### src/rtl/neuron_pkg.sv
// rtl/neuron_pkg.sv - shared types, default widths and saturation helper for the neuron MAC sequencer
package neuron_pkg;

  localparam int DATA_W_DEF = 8;
  localparam int ADDR_W_DEF = 8;
  localparam int ACC_W_DEF  = 24;

  typedef enum logic [2:0] {
    IDLE,
    RD_X,
    RD_W,
    WRITE,
    DONE
  } state_t;

  // Clamp the accumulator to the largest value a RAM word can hold.
  function automatic logic [DATA_W_DEF-1:0] saturate(input logic [ACC_W_DEF-1:0] v);
    return (|v[ACC_W_DEF-1:DATA_W_DEF]) ? {DATA_W_DEF{1'b1}} : v[DATA_W_DEF-1:0];
  endfunction

endpackage

### src/rtl/neuron_mac_unit.sv
// rtl/neuron_mac_unit.sv - operand register, unsigned multiply-accumulate, result capture and saturation
module neuron_mac_unit
  import neuron_pkg::*;
#(
  parameter int DATA_W = DATA_W_DEF,
  parameter int ACC_W  = ACC_W_DEF
) (
  input  logic              clk,
  input  logic              rst_n,
  input  logic              clear,
  input  logic              x_en,
  input  logic              acc_en,
  input  logic              capture,
  input  logic [DATA_W-1:0] din,
  output logic [DATA_W-1:0] wdata,
  output logic [ACC_W-1:0]  result,
  output logic              sat
);

  logic [DATA_W-1:0]   x;
  logic [ACC_W-1:0]    acc;
  logic [2*DATA_W-1:0] prod;
  logic [ACC_W-1:0]    acc_next;

  always_comb begin
    prod     = x * din;
    acc_next = acc;
    if (clear) begin
      acc_next = '0;
    end else if (acc_en) begin
      acc_next = acc + {{(ACC_W-2*DATA_W){1'b0}}, prod};
    end
  end

  // capture sees acc_next so the final product lands in result on the same edge.
  always_ff @(posedge clk) begin
    if (!rst_n) begin
      x      <= '0;
      acc    <= '0;
      result <= '0;
      sat    <= 1'b0;
    end else begin
      if (x_en) x <= din;
      acc <= acc_next;
      if (capture) begin
        result <= acc_next;
        sat    <= |acc_next[ACC_W-1:DATA_W];
      end
    end
  end

  assign wdata = saturate(acc);

endmodule

### src/rtl/neuron_mac_sequencer.sv
// rtl/neuron_mac_sequencer.sv - walks (input, weight) pairs through the RAM read port and writes back the saturated sum
module neuron_mac_sequencer
  import neuron_pkg::*;
#(
  parameter int DATA_W = DATA_W_DEF,
  parameter int ADDR_W = ADDR_W_DEF,
  parameter int ACC_W  = ACC_W_DEF
) (
  input  logic              clk,
  input  logic              rst_n,
  input  logic              start,
  input  logic [ADDR_W-1:0] base_addr,
  input  logic [7:0]        count,
  input  logic [ADDR_W-1:0] result_addr,
  output logic [ADDR_W-1:0] ram_read_address,
  output logic              ram_oe,
  input  logic [DATA_W-1:0] ram_read_data,
  output logic [ADDR_W-1:0] ram_write_address,
  output logic [DATA_W-1:0] ram_write_data,
  output logic              ram_wre,
  output logic              busy,
  output logic              done,
  output logic [ACC_W-1:0]  result,
  output logic              sat
);

  state_t            state, state_next;
  logic [ADDR_W-1:0] ptr;
  logic [7:0]        left;
  logic [ADDR_W-1:0] res_addr;
  logic              accept;
  logic              last_pair;
  logic              mac_clear, mac_x_en, mac_acc_en, mac_capture;
  logic [DATA_W-1:0] mac_wdata;

  assign accept    = (state == IDLE) && start;
  assign last_pair = (left == 8'd1);

  always_ff @(posedge clk) begin
    if (!rst_n) state <= IDLE;
    else        state <= state_next;
  end

  always_comb begin
    state_next = state;
    case (state)
      IDLE:    if (start) state_next = (count == 8'd0) ? WRITE : RD_X;
      RD_X:    state_next = RD_W;
      RD_W:    state_next = last_pair ? WRITE : RD_X;
      WRITE:   state_next = DONE;
      DONE:    state_next = IDLE;
      default: state_next = IDLE;
    endcase
  end

  always_comb begin
    ram_read_address  = '0;
    ram_oe            = 1'b0;
    ram_write_address = '0;
    ram_write_data    = '0;
    ram_wre           = 1'b0;
    busy              = (state != IDLE);
    done              = 1'b0;
    mac_clear         = accept;
    mac_x_en          = 1'b0;
    mac_acc_en        = 1'b0;
    mac_capture       = accept && (count == 8'd0);
    case (state)
      RD_X: begin
        ram_read_address = ptr;
        ram_oe           = 1'b1;
        mac_x_en         = 1'b1;
      end
      RD_W: begin
        ram_read_address = ptr + ADDR_W'(1);
        ram_oe           = 1'b1;
        mac_acc_en       = 1'b1;
        mac_capture      = last_pair;
      end
      WRITE: begin
        ram_write_address = res_addr;
        ram_write_data    = mac_wdata;
        ram_wre           = 1'b1;
      end
      DONE:    done = 1'b1;
      default: ;
    endcase
  end

  // Pointer and pair counter advance once per completed pair.
  always_ff @(posedge clk) begin
    if (!rst_n) begin
      ptr      <= '0;
      left     <= '0;
      res_addr <= '0;
    end else if (accept) begin
      ptr      <= base_addr;
      left     <= count;
      res_addr <= result_addr;
    end else if (state == RD_W) begin
      ptr  <= ptr + ADDR_W'(2);
      left <= left - 8'd1;
    end
  end

  neuron_mac_unit #(
    .DATA_W (DATA_W),
    .ACC_W  (ACC_W)
  ) u_mac (
    .clk     (clk),
    .rst_n   (rst_n),
    .clear   (mac_clear),
    .x_en    (mac_x_en),
    .acc_en  (mac_acc_en),
    .capture (mac_capture),
    .din     (ram_read_data),
    .wdata   (mac_wdata),
    .result  (result),
    .sat     (sat)
  );

endmodule

### config.mk
export PLATFORM = sky130hd
export DESIGN_NAME = neuron_mac_sequencer
export DESIGN_NICKNAME = d
export VERILOG_FILES = /design/src/rtl/neuron_pkg.sv /design/src/rtl/neuron_mac_unit.sv /design/src/rtl/neuron_mac_sequencer.sv
export SDC_FILE = /design/constraint.sdc
export NUM_CORES = 1
export LEC_CHECK = 0
export ABC_AREA = 1
export BUFFER_PORTS_ARGS = -buffer_cell sky130_fd_sc_hd__buf_2
export CAP_MARGIN = 20
export CORE_MARGIN = 5
export CORE_UTILIZATION = 61
export CTS_BUF_LIST = sky130_fd_sc_hd__clkbuf_2 sky130_fd_sc_hd__clkbuf_4 sky130_fd_sc_hd__clkbuf_8
export CTS_CLUSTER_SIZE = 16
export DETAILED_ROUTE_END_ITERATION = 10
export PLACE_DENSITY = 0.83
export SKIP_LAST_GASP = 1
export SLEW_MARGIN = 20
export SYNTH_ARGS = -nofsm -noshare
export SYNTH_HDL_FRONTEND = slang
export SYNTH_HIERARCHICAL = 1
export SYNTH_SLANG_ARGS = --single-unit
export TNS_END_PERCENT = 10
### constraint.sdc
create_clock -name clk -period 6.1 [get_ports clk]
set_input_delay 0.305 -clock clk [delete_from_list [all_inputs] [get_ports clk]]
set_output_delay 0.305 -clock clk [all_outputs]
set_load 0.05 [all_outputs]
==> flow_metrics.tcl, run 1 <==
set metrics [dict create \
    status "finished clean" \
    io_pins 88 \
    dpl.cell_count 1249 \
    critPathMaxFanout 9 \
    slew_violations 0 \
    drive_above_1_share_pct 11.9 \
    ant_nets 0 \
    drv_cap 0 \
    syn-num-nets 1189 \
    hp-class "in2reg" \
    grt_max_degree 54 \
    synth.area.top_cells "dfxtp_1 (24%), fa_1 (14%), nand2_1 (13%), inv_1 (12%), ha_1 (8.0%)" \
    clk_latency_ns 0.37 \
    yosysWarnings 6 \
    fin_crit_sh_pct 78.2 \
    final.min_clock_period_ns 4.77 \
    synthFlopType "dfxtp_1" \
    power_density_mw_per_mm2 189 \
    crit_required_ns 6.37 \
    vias 6642 \
    cts_sinks 84 \
    ctsResizeCount 0 \
    wl_per_cell_microns 13.8 \
    grt_pass1_vias 6160 \
    overflow 0 \
    syn_avg_cell_area_sq_um 6.65 \
    finalSetupTns_ns 0 \
    synth-edff-count 0 \
    syn_area_sq_mm 0.00704 \
    nFillCells 1036 \
    floorplan.initialDensity_pct 61.9 \
    cts_hold_buf 0 \
    drc_errors 0 \
    htree_levels 3 \
    rows 39 \
    final_nets 1247 \
    hold_viol 0 \
    worstSetupEndpointType "register" \
    crit_path_top_delay_cell "dfxtp_1" \
    dp_hpwl_mm 13.6 \
    rsz0062_at_grt "no" \
    final-instance-count-excl-fill 1265 \
    root_buffer "clkbuf_8" \
    synthCells 1059 \
    leakage_nw 4.33 \
    drtPass1Iterations 5 \
    antenna_found_initial 1 \
    synth_async_sr_flop_share_pct 0 \
    startpoint_type "register" \
    portBuffers 87 \
    die_x_microns 117 \
    fin_skew_ns 0.0134 \
    vias_per_cell 5.25 \
    synth_top_cell_area_share_pct 23.9 \
    path_clk_slew_ns 0.10 \
    slew-limit-headroom_pct 45.0 \
    die-height_microns 117 \
    cts-buffers-inserted 9 \
    cp_top_family "adder cells" \
    area_growth_pct 9.49 \
    setup_viol 0 \
    ys_ff_latch 84 \
    cp_num_buf_inv 5 \
    clockBufferDepth 2 \
    post_cts_buffers 0 \
    grt.total_usage_pct 25.3 \
    vdd_drop_max_mv 0.175 \
    gp_congestion 0.968 \
    drt-initial-drc-count 517 \
    ys_types 40 \
    arrival_ns 5.04 \
    ys_seq_area_share_pct 23.9 \
    tightest_slew_ns 0.818 \
    yosys.area.top_type "dfxtp_1" \
    critical-path-top-cell-by-count "nand2_1" \
    die_area_sq_mm 0.0138 \
    wirelength_mm 17.4 \
    fmaxAchievable_mhz 210 \
    core_area_sq_mm 0.0114 \
    slowest_delay_ns 0.55 \
    grt_pass1_wl_mm 29.5 \
    cts_tree "built" \
    critical_path_class "reg2reg" \
    n_antenna_cell 0 \
]
[metrics by stage]
step	instance area (sq um)	power, mW	hold WS [ns]	utilization [%]	setup WS [ns]
4_1_cts	7710	1.46	0.194	67.8	1.35
3_5_place_dp	7500	1.04	0.449	66.0	1.42
5_1_grt	7710	1.56	0.203	67.8	0.925
3_3_place_gp	7500	1.03	0.440	66.0	1.39
6_report	7710	1.46	0.212	67.8	1.33
2_1_floorplan	7040	0.936	0.430	-	1.77
[path summary, 6_finish.rpt]
check	slack, ns	cells past startpoint	start	endpoint
worst max-delay path	1.33	25	u_mac/x[0]	u_mac/sat
worst min-delay path	0.21	3	result_addr[1]	res_addr[1]
worst max register to register	1.33	25	u_mac/x[0]	u_mac/sat
worst min register to register	0.46	2	res_addr[3]	res_addr[3]
[cells by family after synthesis]
group | Yosys count | share of synthesized area (%)
and+or+nand+nor | 438 | 26.4
buffers and inverters | 283 | 15.4
AOI/OAI and AO/OA | 155 | 11.6
adders and majority gates | 95 | 22.2
DFF | 84 | 23.9
xor gates and xnor gates | 4 | 0.498
[synth_stat cells (3+ instances only)]
| master | count |
|---|---|
| nand2_1 | 246 |
| inv_1 | 234 |
| nor2_1 | 98 |
| dfxtp_1 | 84 |
| a21oi_1 | 71 |
| o21ai_0 | 64 |
| nand3_1 | 54 |
| fa_1 | 50 |
| ha_1 | 45 |
| clkbuf_1 | 31 |
| nand4_1 | 10 |
| buf_2 | 6 |
| inv_2 | 6 |
| nand3_2 | 6 |
| nor3_1 | 5 |
| o211ai_1 | 5 |
| nand2_2 | 4 |
| o21ai_1 | 4 |
| nor2_2 | 3 |
| o31ai_1 | 3 |
[final cells by class]
cell class	instances	area [sq um]	share of cell area [%]
clock buffers	9	124	1.61
inverters	242	908	11.8
well taps	143	179	2.32
clock inverters	7	81.3	1.06
flip-flops and latches	84	1680	21.8
repair buffers	88	443	5.75
multi-input cells	692	4290	55.7
[worst register-to-register path: stages, from the launching register on]
cell and delay [ns]:
dfxtp_1 0.55, nand2_1 0.15, fa_1 0.53, fa_1 0.55, inv_1 0.07, fa_1 0.54
inv_1 0.06, fa_1 0.53, inv_1 0.04, ha_1 0.35, nand2_1 0.08, nand2_1 0.09
inv_1 0.11, nand2_1 0.08, nand2_1 0.09, nand3_2 0.09, nand2_1 0.10, nand2_1 0.05
nand2_1 0.06, nand3_1 0.06, nand2_1 0.16, nand2_1 0.06, nor2_1 0.09, nand3_1 0.09
nand2_1 0.07, inv_1 0.04
[registers in the layout (all words and copies together), names as in the netlist]
register	flops
left	8
ptr	8
res_addr	8
state	3
u_mac/acc	24
u_mac/result	24
u_mac/sat	1
u_mac/x	8
[layout by cell type (no fill, tap or decap), drive strengths merged]
cell type,synthesis,final
and2,2,2
dfxtp,84,84
bufinv,0,1
a21oi,73,73
or2,2,2
nor4,4,4
o21ai,69,69
nand3,60,60
nand4,10,10
o21bai,1,1
nor3,7,7
clkinv,2,4
o211ai,5,5
nor2,102,102
o31ai,3,3
nor3b,1,1
ha,45,45
clkbuf,32,9
nand2,250,250
fa,50,50
xor2,2,2
o21a,1,1
inv,240,244
xnor2,2,2
a32o,1,1
o22ai,2,2
buf,9,88
[where the power goes]
part / switching (mW) / internal (mW)
Combinational: 0.287 / 0.149
Clock: 0.229 / 0.197
Sequential: 0.0257 / 0.570
[routing by layer]
layer | vias to the layer above | global-route usage (%) | part of all wire, %
li1 | 3342 | - | -
met1 | 3023 | 35.9 | 45
met2 | 250 | 39.0 | 45
met3 | 25 | 6.11 | 9.0
met4 | 2 | 5.80 | 1.4
met5 | - | 0 | 0.040
(Power assumes the default switching activity.)
==> run 2, diff against run 1 <==
--- a/config.mk
+++ b/config.mk
@@ -9,11 +9,11 @@
 export BUFFER_PORTS_ARGS = -buffer_cell sky130_fd_sc_hd__buf_2
 export CAP_MARGIN = 20
 export CORE_MARGIN = 5
-export CORE_UTILIZATION = 61
+export CORE_UTILIZATION = 55
 export CTS_BUF_LIST = sky130_fd_sc_hd__clkbuf_2 sky130_fd_sc_hd__clkbuf_4 sky130_fd_sc_hd__clkbuf_8
 export CTS_CLUSTER_SIZE = 16
 export DETAILED_ROUTE_END_ITERATION = 10
-export PLACE_DENSITY = 0.83
+export PLACE_DENSITY = 0.79
 export SKIP_LAST_GASP = 1
 export SLEW_MARGIN = 20
 export SYNTH_ARGS = -nofsm -noshare
==> constraint.sdc (replaced) <==
create_clock -name clk -period 3.9 [get_ports clk]
set_input_delay 0.195 -clock clk [delete_from_list [all_inputs] [get_ports clk]]
set_output_delay 0.195 -clock clk [all_outputs]
set_load 0.05 [all_outputs]
==> run 2 against run 1 <==
Compared with the run above: the flow now finishes with violations (setup timing); combinational power grew 110%; final area grew 12%; register-to-register slack lost 1.7 ns; clock skew grew 0.00073 ns; global-route usage grew 0.68 points; via count grew 5.2%; die area grew 10%; highest routed layer is now met4; routed wire length grew 6.8%; critical path depth shrank 2.
==> flow_metrics.tcl, run 2 (synthesis results as in run 1) <==
set metrics [dict create \
    grt_max_degree 54 \
    final-instance-count-excl-fill 1360 \
    overflow 0 \
    final_nets 1313 \
    cts_tree "built" \
    power.total_mw 2.46 \
    pre_cts_slack_ns -0.440 \
    power_density_mw_per_mm2 286 \
    p_sw_mw 0.947 \
    die_x_microns 123 \
    fin_crit_sh_pct 109 \
    drv_cap 0 \
    clk_latency_ns 0.38 \
    floorplan.initialDensity_pct 56.0 \
    vias_per_cell 5.14 \
    root_buffer "clkbuf_8" \
    io_pins 88 \
    vias 6986 \
    fin_skew_ns 0.0142 \
    drc_errors 0 \
    seq_power_share_pct 37.6 \
    arrival_ns 4.55 \
    drive_above_1_share_pct 23.4 \
    violations "setup timing" \
    leakage_nw 4.66 \
    path_clk_slew_ns 0.10 \
    n_antenna_cell 0 \
    rsz0062_at_grt "yes" \
    grt_pass1_vias 6808 \
    swShare_pct 38.6 \
    dp_hpwl_mm 14.4 \
    fmaxAchievable_mhz 235 \
    p_int_mw 1.51 \
    critical_path_class "reg2reg" \
    ant_nets 0 \
    htree_levels 3 \
    core_area_sq_mm 0.0126 \
    drt-initial-drc-count 554 \
    rows 41 \
    clockBufferDepth 2 \
    startpoint_type "register" \
    nFillCells 1087 \
    reg.largest.list "u_mac/acc: 24 flops, u_mac/result: 24 flops" \
    area_growth_pct 22.1 \
    tightest_slew_ns 0.900 \
    final.min_clock_period_ns 4.26 \
    die_area_sq_mm 0.0152 \
    worstSetupEndpointType "register" \
    status "complete, but fails checks" \
    layout_commonest_cell "inv_1" \
    cts-buffers-inserted 9 \
    finalSetupTns_ns -4.99 \
    hold_viol 0 \
    setup_ws_ns -0.362 \
    slew_violations 0 \
    wirelength_mm 18.6 \
    grt.total_usage_pct 26.0 \
    cts_sinks 84 \
    placed_cell_area_sq_mm 0.00823 \
    antenna_found_initial 0 \
    wl_per_cell_microns 13.7 \
    drtPass1Iterations 6 \
    final_cell_mix "inv_1 (224), nand2_1 (217), nor2_1 (92)" \
    slew-limit-headroom_pct 40.0 \
    crit_required_ns 4.19 \
    critPathMaxFanout 8 \
    die-height_microns 123 \
    dpl.cell_count 1340 \
    gp_congestion 0.923 \
    portBuffers 87 \
    fin_area_sq_mm 0.00859 \
    clkPwrFrac_pct 25.0 \
    pwr-share-comb_pct 37.3 \
    vdd_drop_max_mv 0.332 \
    hp-class "in2reg" \
    grt_pass1_wl_mm 31.6 \
    setup_viol 30 \
    cts_hold_buf 0 \
]
run 2: final timing paths:
| path | startpoint | cells past startpoint | end | slack (ns) |
|---|---|---|---|---|
| worst max register to register | u_mac/x[5] | 23 | u_mac/sat | -0.36 |
| worst max-delay path | u_mac/x[5] | 23 | u_mac/sat | -0.36 |
| worst min register to register | res_addr[4] | 2 | res_addr[4] | 0.46 |
| worst min-delay path | result_addr[0] | 3 | res_addr[0] | 0.10 |
run 2: power by group through the flow:
| stage | Sequential (mW) | Clock [mW] | Combinational, mW |
|---|---|---|---|
| finish | 0.925 | 0.615 | 0.917 |
| global route | 0.929 | 0.663 | 1.03 |
| CTS | 0.924 | 0.624 | 0.898 |
| detailed placement | 0.942 | 0 | 0.873 |
| global placement | 0.942 | 0 | 0.862 |
| floorplan | 0.935 | 0 | 0.647 |
run 2: cell type report:
| class | instances | area, sq um | area share [%] |
|---|---|---|---|
| tap | 172 | 215 | 2.50 |
| inverter | 242 | 908 | 10.6 |
| clock inverter | 7 | 71.3 | 0.830 |
| timing repair buffer | 154 | 978 | 11.4 |
| clock buffer | 9 | 124 | 1.44 |
| sequential | 84 | 1700 | 19.8 |
| multi-input combinational | 692 | 4590 | 53.5 |
run 2: metrics by stage:
step | hold slack [ns] | utilization [%]
finish | 0.100 | 68.4
global route | 0.109 | 68.4
CTS | 0.0889 | 67.6
detailed placement | 0.449 | 65.5
global placement | 0.443 | 65.5
floorplan | 0.333 | -
run 2: repair_timing:
item | in CTS | in global routing
setup buffers | 3 | 2
gates resized for setup | 21 | 33
pin swaps | 15 | 21
endpoints found under the setup margin | 37 | 38
run 2: routing by layer:
metal  vias up  GRT usage [%]  part of all wire (%)
li1       3485              -                     -
met1      3223           36.1                    45
met2       258           41.2                    46
met3        20           4.89                   7.8
met4         0           7.68                   1.5
met5         -              0                     0
run 2: worst max-delay path: stages (launching register included):
cell and delay, ns:
dfxtp_4 0.43, nand2_2 0.08, fa_1 0.49, fa_1 0.49, inv_1 0.06, fa_1 0.54, inv_1 0.06, fa_1 0.50
inv_2 0.05, ha_4 0.26, nand2_1 0.07, nand2_2 0.08, a21oi_2 0.18, nand2_2 0.09, nand2_1 0.06, nand3_1 0.07
nand2_1 0.09, nand2_1 0.07, nor2_2 0.08, nand2_1 0.06, nor3_2 0.19, nand3_1 0.09, nand2_1 0.06, inv_1 0.04
